==> src/rtl/nrad_pkg.sv <==
// Shared definitions for the sequential non-restoring divider: state encoding
// and the width legality rule applied when the divider is elaborated.
package nrad_pkg;

   localparam logic [1:0] IDLE = 2'd0;
   localparam logic [1:0] ITER = 2'd1;
   localparam logic [1:0] CORR = 2'd2;

   typedef enum logic [1:0] {
      ST_IDLE = IDLE,
      ST_ITER = ITER,
      ST_CORR = CORR
   } state_t;

   // Dividend/quotient width 2..32, divisor/remainder width 1..dividend width.
   function automatic bit nrad_widths_ok(input int dw, input int vw);
      return (dw >= 2) && (dw <= 32) && (vw >= 1) && (vw <= dw);
   endfunction

endpackage

==> src/rtl/nrad_cas_row.sv <==
// One controlled add/subtract row: r_new = s + d (sub=0) or s - d (sub=1),
// built as a ripple of CAS cells (XOR-conditioned operand into a full adder).
module nrad_cas_row #(
   parameter int W = 5
) (
   input  logic [W-1:0] s,
   input  logic [W-1:0] d,
   input  logic         sub,
   output logic [W-1:0] r_new
);

   logic [W-1:0] carry;

   // Subtraction is s + ~d + 1, so sub doubles as the row carry-in.
   assign carry[0] = sub;

   for (genvar gi = 0; gi < W; gi++) begin : g_cas
      logic b;
      assign b         = d[gi] ^ sub;
      assign r_new[gi] = s[gi] ^ b ^ carry[gi];
      if (gi < W - 1) begin : g_carry
         assign carry[gi+1] = (s[gi] & b) | (carry[gi] & (s[gi] ^ b));
      end
   end

endmodule

==> src/rtl/nrad_seq.sv <==
// Sequential non-restoring unsigned divider: one shared CAS row produces one
// quotient bit per clock, with a final remainder correction step.
import nrad_pkg::*;

module nrad_seq #(
   parameter int DW = 8,
   parameter int VW = 4
) (
   input  logic          clk,
   input  logic          rst_n,
   input  logic          start,
   input  logic [DW-1:0] dividend,
   input  logic [VW-1:0] divisor,
   output logic          busy,
   output logic          done,
   output logic [DW-1:0] quotient,
   output logic [VW-1:0] remainder,
   output logic          div_by_zero
);

   localparam int CW = $clog2(DW);

   if (!nrad_widths_ok(DW, VW)) begin : g_bad_widths
      $error("nrad_seq: illegal widths DW=%0d VW=%0d", DW, VW);
   end

   state_t        state_reg, state_next;
   logic [VW:0]   r_reg, r_next;
   logic [DW-1:0] q_reg, q_next;
   logic [VW-1:0] d_reg, d_next;
   logic [CW-1:0] cnt_reg, cnt_next;
   logic          dz_reg, dz_next;
   logic          done_reg, done_next;
   logic [DW-1:0] quo_reg, quo_next;
   logic [VW-1:0] rem_reg, rem_next;
   logic          dbz_reg, dbz_next;

   logic [VW:0]   row_s;
   logic [VW:0]   row_d;
   logic          row_sub;
   logic [VW:0]   row_out;

   // ITER shifts the next dividend bit into the partial remainder; CORR reuses
   // the same row as a plain add to restore a negative remainder.
   always_comb begin
      row_d = {1'b0, d_reg};
      if (state_reg == ST_ITER) begin
         row_s   = {r_reg[VW-1:0], q_reg[DW-1]};
         row_sub = ~r_reg[VW];
      end else begin
         row_s   = r_reg;
         row_sub = 1'b0;
      end
   end

   nrad_cas_row #(
      .W(VW + 1)
   ) u_row (
      .s    (row_s),
      .d    (row_d),
      .sub  (row_sub),
      .r_new(row_out)
   );

   always_comb begin
      state_next = state_reg;
      r_next     = r_reg;
      q_next     = q_reg;
      d_next     = d_reg;
      cnt_next   = cnt_reg;
      dz_next    = dz_reg;
      done_next  = 1'b0;
      quo_next   = quo_reg;
      rem_next   = rem_reg;
      dbz_next   = dbz_reg;

      case (state_reg)
         ST_IDLE: begin
            if (start) begin
               r_next     = '0;
               q_next     = dividend;
               d_next     = divisor;
               cnt_next   = CW'(DW - 1);
               dz_next    = (divisor == '0);
               state_next = (divisor == '0) ? ST_CORR : ST_ITER;
            end
         end
         ST_ITER: begin
            r_next   = row_out;
            q_next   = {q_reg[DW-2:0], ~row_out[VW]};
            cnt_next = cnt_reg - 1'b1;
            if (cnt_reg == '0) begin
               state_next = ST_CORR;
            end
         end
         ST_CORR: begin
            // With a zero divisor Q still holds the untouched dividend.
            if (dz_reg) begin
               quo_next = '1;
               rem_next = q_reg[VW-1:0];
               dbz_next = 1'b1;
            end else begin
               quo_next = q_reg;
               rem_next = r_reg[VW] ? row_out[VW-1:0] : r_reg[VW-1:0];
               dbz_next = 1'b0;
            end
            done_next  = 1'b1;
            state_next = ST_IDLE;
         end
         default: begin
            state_next = ST_IDLE;
         end
      endcase
   end

   always_ff @(posedge clk or negedge rst_n) begin
      if (!rst_n) begin
         state_reg <= ST_IDLE;
         r_reg     <= '0;
         q_reg     <= '0;
         d_reg     <= '0;
         cnt_reg   <= '0;
         dz_reg    <= 1'b0;
         done_reg  <= 1'b0;
         quo_reg   <= '0;
         rem_reg   <= '0;
         dbz_reg   <= 1'b0;
      end else begin
         state_reg <= state_next;
         r_reg     <= r_next;
         q_reg     <= q_next;
         d_reg     <= d_next;
         cnt_reg   <= cnt_next;
         dz_reg    <= dz_next;
         done_reg  <= done_next;
         quo_reg   <= quo_next;
         rem_reg   <= rem_next;
         dbz_reg   <= dbz_next;
      end
   end

   assign busy        = (state_reg != ST_IDLE);
   assign done        = done_reg;
   assign quotient    = quo_reg;
   assign remainder   = rem_reg;
   assign div_by_zero = dbz_reg;

endmodule

==> config.mk <==
export PLATFORM = sky130hd
export DESIGN_NAME = nrad_seq
export DESIGN_NICKNAME = d
export VERILOG_FILES = /design/src/rtl/nrad_pkg.sv /design/src/rtl/nrad_cas_row.sv /design/src/rtl/nrad_seq.sv
export SDC_FILE = /design/constraint.sdc
export NUM_CORES = 1
export LEC_CHECK = 0
export BUFFER_PORTS_ARGS = -buffer_cell sky130_fd_sc_hd__buf_2
export CAP_MARGIN = 25
export CORE_ASPECT_RATIO = 1.1
export CORE_MARGIN = 4
export CORE_UTILIZATION = 35
export CTS_CLUSTER_DIAMETER = 100
export CTS_CLUSTER_SIZE = 12
export DETAILED_ROUTE_END_ITERATION = 8
export PLACE_DENSITY_LB_ADDON = 0.08
export SYNTH_ARGS = -nofsm -noshare
export SYNTH_HDL_FRONTEND = slang
export SYNTH_SLANG_ARGS = --single-unit
==> constraint.sdc <==
create_clock -name clk -period 3.2 [get_ports clk]
set_input_delay 0.96 -clock clk [delete_from_list [all_inputs] [get_ports clk]]
set_output_delay 0.96 -clock clk [all_outputs]
set_load 0.1 [all_outputs]
* Word-level counts from Yosys, hierarchy flattened
Index checks and enable logic that the tools add are counted.
** Storage, ports and cells
- Bits in registers :: 37
- Bits in latches :: 0
- RAM bits :: 0
- ROM bits :: 0
- Input port bits :: 15
- Output and inout port bits :: 15
- Logic and storage cells :: 68
- Memories kept :: 0
** Operators by class
- Add/subtract/negate cells :: 1
- $mul :: 0
- Divide/modulo/power cells :: 0
- $lt $le $gt $ge :: 0
- Equal/unequal tests :: 4
- Shifts and indexed selects :: 0
- Mux-type cells :: 17
- Bitwise operators :: 28
- Reduce and logical (&&, ||, !) cells :: 8
** Operators with widths (count)
- $mux W8 :: 2
- $pmux W8 S2 :: 1
- $xor A1 B1 Y1 :: 14
- $mux W5 :: 2
- $pmux W5 S2 :: 1
- $and A1 B1 Y1 :: 8
- $mux W4 :: 2
- $mux W2 :: 3
- $pmux W3 S2 :: 1
- $reduce_and A2 Y1 :: 3
- $logic_not A4 Y1 :: 1
- $or A1 B1 Y1 :: 4
- $pmux W2 S2 :: 1
- $reduce_bool A2 Y1 :: 2
- $logic_not A3 Y1 :: 1
- $mux W1 :: 3
- $mux W3 :: 1
- $sub A3 B1 Y3 const B :: 1
- $eq A2 B1 Y1 const B :: 1
- $eq A2 B2 Y1 const B :: 1
- $logic_not A2 Y1 :: 1
- $ne A2 B1 Y1 const B :: 1
- $ne A2 B2 Y1 const B :: 1
- $not A1 Y1 :: 2

* Longest topological paths before layout
- Depth in word-level cells :: 15
- Depth in mapped cells :: 13
- Gate-level depth less buffers :: 11

* Cells and area by module
Synthesis repeated with hierarchy kept, for this count alone.
** Second synthesis, totals
- Cell total of the unflattened synthesis :: 183
- Area total of the unflattened synthesis :: 1839.3 um^2
** By module, submodules not included
- nrad_seq :: times used 1, cells an instance 166, area each 1669.1 um^2, sequential area each 925.9 um^2
- nrad_cas_row :: times used 1, cells an instance 17, area each 170.2 um^2, sequential area each 0.0 um^2

* Worst setup path before layout
No wires, ideal clock.
- Kind :: reg-to-reg
- Start point :: register state_reg[1]
- End point :: register r_reg[4]
- Setup time :: 0.124 ns
- Arrival time :: 2.800 ns
- Data required time :: 3.076 ns
- Path slack :: 0.276 ns
- Stages on the path, launching flop included :: 13
- Path buffers :: 1
- Period minus slack after synthesis :: 2.924 ns
- Cells stage by stage :: dfrtp_1 -> nor2b_1 -> buf_2 -> mux2_4 -> mux2_2 -> fa_1 -> inv_1 -> fa_1 -> inv_1 -> fa_1 -> xor2_1 -> and3_1 -> a211o_1
** Between the ends
- Cells in the longest elaborated chain, start to end :: 14
- Elaborated cells on any way between the ends :: 30
- Those cells by class :: eq/ne (2); mux (3); bitwise (22); reduce/logical (3)
** Ends and longest elaborated chain
- start, declared :: RTL line nrad_seq.sv:27 : state_t state_reg, state_next;
- start signal, assigned :: RTL line nrad_seq.sv:129 : state_reg <= state_next;
- $eq A2 B1 Y1 :: RTL line nrad_seq.sv:47, nrad_seq.sv:77
- $mux W1 :: RTL line nrad_seq.sv:47 : if (state_reg == ST_ITER) begin
- $xor A1 B1 Y1 :: RTL line nrad_cas_row.sv:19 : assign b = d[gi] ^ sub;
- $xor A1 B1 Y1 :: RTL line nrad_cas_row.sv:22 : assign carry[gi+1] = (s[gi] & b) | (carry[gi] & (s[gi] ^ b));
- $and A1 B1 Y1 :: RTL line nrad_cas_row.sv:22
- $or A1 B1 Y1 :: RTL line nrad_cas_row.sv:22
- $and A1 B1 Y1 :: RTL line nrad_cas_row.sv:22
- $or A1 B1 Y1 :: RTL line nrad_cas_row.sv:22
- $and A1 B1 Y1 :: RTL line nrad_cas_row.sv:22
- $or A1 B1 Y1 :: RTL line nrad_cas_row.sv:22
- $and A1 B1 Y1 :: RTL line nrad_cas_row.sv:22
- $or A1 B1 Y1 :: RTL line nrad_cas_row.sv:22
- $xor A1 B1 Y1 :: RTL line nrad_cas_row.sv:20 : assign r_new[gi] = s[gi] ^ b ^ carry[gi];
- $pmux W5 S2 :: RTL line nrad_seq.sv:77 : case (state_reg)
- end signal, assigned :: RTL line nrad_seq.sv:130 : r_reg <= r_next;
- end, declared :: RTL line nrad_seq.sv:28 : logic [VW:0] r_reg, r_next;
Several ways; a longest one is shown, not always the timed one.
A chain may end at the register's enable or synchronous reset.

* Worst setup path in the final report
Same ends and word-level chain as after synthesis.

==> impl_metrics.yaml <==
detailed_routing:
  dr.pass1.iters: 4
  drc_errors: 0
  first_iter_violations: 59
  vias: 1376
  wl_per_cell_um: 14.2
  ant_nets: 0
  drt-total-wl_mm: 3.83
  viasPerCell: 5.12
layout:
  instances_no_fill: 269
  final_nets: 230
  diodes: 0
  multi_input_area_um2: 810
  drive_above_1_share: 0.256
  seq_area_um2: 926
  synthToLayoutAreaGrowth_pct: 17.5
  fill_cells: 517
timing:
  hold_slack_ns: 0.460
  min_period_over_period: 0.912
  relSlewSlack: 0.463
  setup_viol: 0
  rsz0062_at_grt: "false"
  tns_ns: 0
  fin_crit_ns: 2.92
  worst_pin_slew_ns: 0.806
  fin_skew_ns: 0.00276
  max_freq_ghz: 0.343
  finalHoldViolations: 0
  slew_violations: 0
yosys:
  syn_avg_cell_area_um2: 10.0
  ys_seq_area_frac: 0.511
  synth-async-reset-ratio: 1.00
  synthesis.instances: 181
  netlist_area_mm2: 0.00181
  synth_area_leader_cell: "dfrtp_1"
  synth_ff_type: "dfrtp_1"
  synthTopCellsByCount: "nand2_1 (40), dfrtp_1 (37), o21ai_0 (20)"
  yosys.cell_count.top_type: "nand2_1"
  synth_cell_types: 35
  synth-edff-count: 0
  synth_nets: 201
  ys_seq_elements: 37
  post-synth-top-area-fraction: 0.511
  synth_area_leaders: "dfrtp_1 (51%), nand2_1 (8.3%), o21ai_0 (5.5%), mux2_2 (4.4%), fa_1 (3.3%)"
  synth_warnings: 0
critical_path:
  cpPeakStageDelay_ns: 0.39
  start_kind: "flop"
  r2r-start: "state_reg[1]$_DFFE_PN0P_"
  r2r_slack_ns: 0.28
  critPathTopFamily: "adder cells"
  critPathKind: "reg -> reg"
  required_ns: 3.37
  endpoint_kind: "flop"
  cp_max_fo: 3
  cp.arrival_ns: 3.09
  worst_r2r_path_depth: 11
  timing.critical_path.buf_inv: 2
  r2r-end: "r_reg[4]$_DFFE_PN0P_"
  crit_slowest_cell: "dfrtp_1"
  cp_cell_sequence: "nor2b_1 > mux2_4 > mux2_2 > fa_1 > inv_1 > fa_1 > inv_1 > fa_1 > xor2_1 > and3_1 > a211o_1"
  cp_common_cell: "fa_1"
die:
  ios: 30
  die_h_um: 83.5
  start_util: 0.362
  die_w_um: 76.6
  rows: 27
  coreArea_mm2: 0.00500
  die_area_mm2: 0.00639
clocking:
  cts.clk_slew.worst_paths_ns: 0.07
  clk_path_buf_depth: 2
  clkLatencyLatePin_ns: 0.29
  cts.sink_count: 37
  post_cts_buffers: 0
  cts_tree: "yes"
  numCtsBuffers: 5
  htree_levels: 2
  ctsHoldBuffers: 0
  cts-root-buf: "clkbuf_8"
  cts_resized: 0
place:
  gp_congestion: 0.805
  placed_cells: 261
  io_buffers: 29
  dpl.hpwl_mm: 2.86
grt:
  grt.total_usage: 0.129
  grt_pass1_vias: 1357
  grt_pass1_wl_mm: 6.55
  grt_max_degree: 38
  antenna_found_initial: 0
  grt_overflow: 0
min_path:
  hp-class: "reg -> reg"
  whs_path_depth: 2
  hold_start: "quotient[0]$_DFFE_PN0P_"
  min_to: "quotient[0]$_DFFE_PN0P_"
job:
  maxCapViolCount: 0
outcome:
  outcome: "completed"
==> cell families after synthesis <==
group | count (synthesis) | share of synthesized area
flops | 37 | 0.511
mux | 11 | 0.0684
xor+xnor | 6 | 0.0290
fa+ha+maj | 5 | 0.0470
simple gates | 63 | 0.164
buf+inv | 18 | 0.0421
compound gates | 41 | 0.138
==> cell type report <==
| class | instances | share of cell area |
|---|---|---|
| clock buffers | 6 | 0.0388 |
| clock inverters | 2 | 0.0176 |
| inverters | 7 | 0.0123 |
| multi-input cells | 126 | 0.380 |
| flip-flops and latches | 37 | 0.435 |
| well taps | 58 | 0.0341 |
| repair buffers | 33 | 0.0823 |
==> metal layers <==
layer,GRT usage,share of wire,up-vias
met2,0.218,0.51,35
li1,-,-,675
met1,0.155,0.43,657
met5,0,0,-
met3,0.0346,0.046,9
met4,0.0494,0.019,0
==> worst reg2reg max path: cells and delay by family, from the launching register on <==
kind	cells	cell delay, ns
mux	2	0.60
flops	1	0.39
compound gates	1	0.26
simple gates	2	0.38
xor+xnor	1	0.17
buf+inv	2	0.12
fa+ha+maj	3	0.88
==> cell usage in the layout (no fill, tap or decap), types with 3 or more instances in the layout <==
master	synthesis	final
mux2i_1	3	3
a22oi_1	7	7
buf_4	0	4
clkbuf_8	0	6
a21oi_1	6	6
and3b_1	3	3
buf_2	6	29
nand2b_1	3	3
dfrtp_1	37	37
o21ai_0	20	20
fa_1	3	3
nor2_1	4	4
xor2_1	4	4
inv_1	7	7
nand2_1	40	40
mux2_2	7	7
==> worst max path at each step <==
stage,startpoint,endpoint,slack [ns],cells after the start
floorplan,state_reg[1]$_DFFE_PN0P_,r_reg[4]$_DFFE_PN0P_,0.28,12
global placement,state_reg[1]$_DFFE_PN0P_,r_reg[4]$_DFFE_PN0P_,0.36,11
detailed placement,state_reg[1]$_DFFE_PN0P_,r_reg[4]$_DFFE_PN0P_,0.29,11
CTS,state_reg[1]$_DFFE_PN0P_,r_reg[4]$_DFFE_PN0P_,0.28,11
global route,state_reg[1]$_DFFE_PN0P_,remainder[3]$_DFFE_PN0P_,0.15,12
finish,state_reg[1]$_DFFE_PN0P_,r_reg[4]$_DFFE_PN0P_,0.28,11
==> per-stage QoR <==
stage	utilization	worst slack, ns	cell area, um^2
3_5_place_dp	0.402	0.293	2010
5_1_grt	0.426	0.153	2130
6_report	0.426	0.282	2130
3_3_place_gp	0.402	0.358	2010
2_1_floorplan	-	0.276	1810
4_1_cts	0.426	0.280	2130
Power is not shown: default switching activity piles up to over one toggle a cycle in this logic, so the estimate is an artifact.
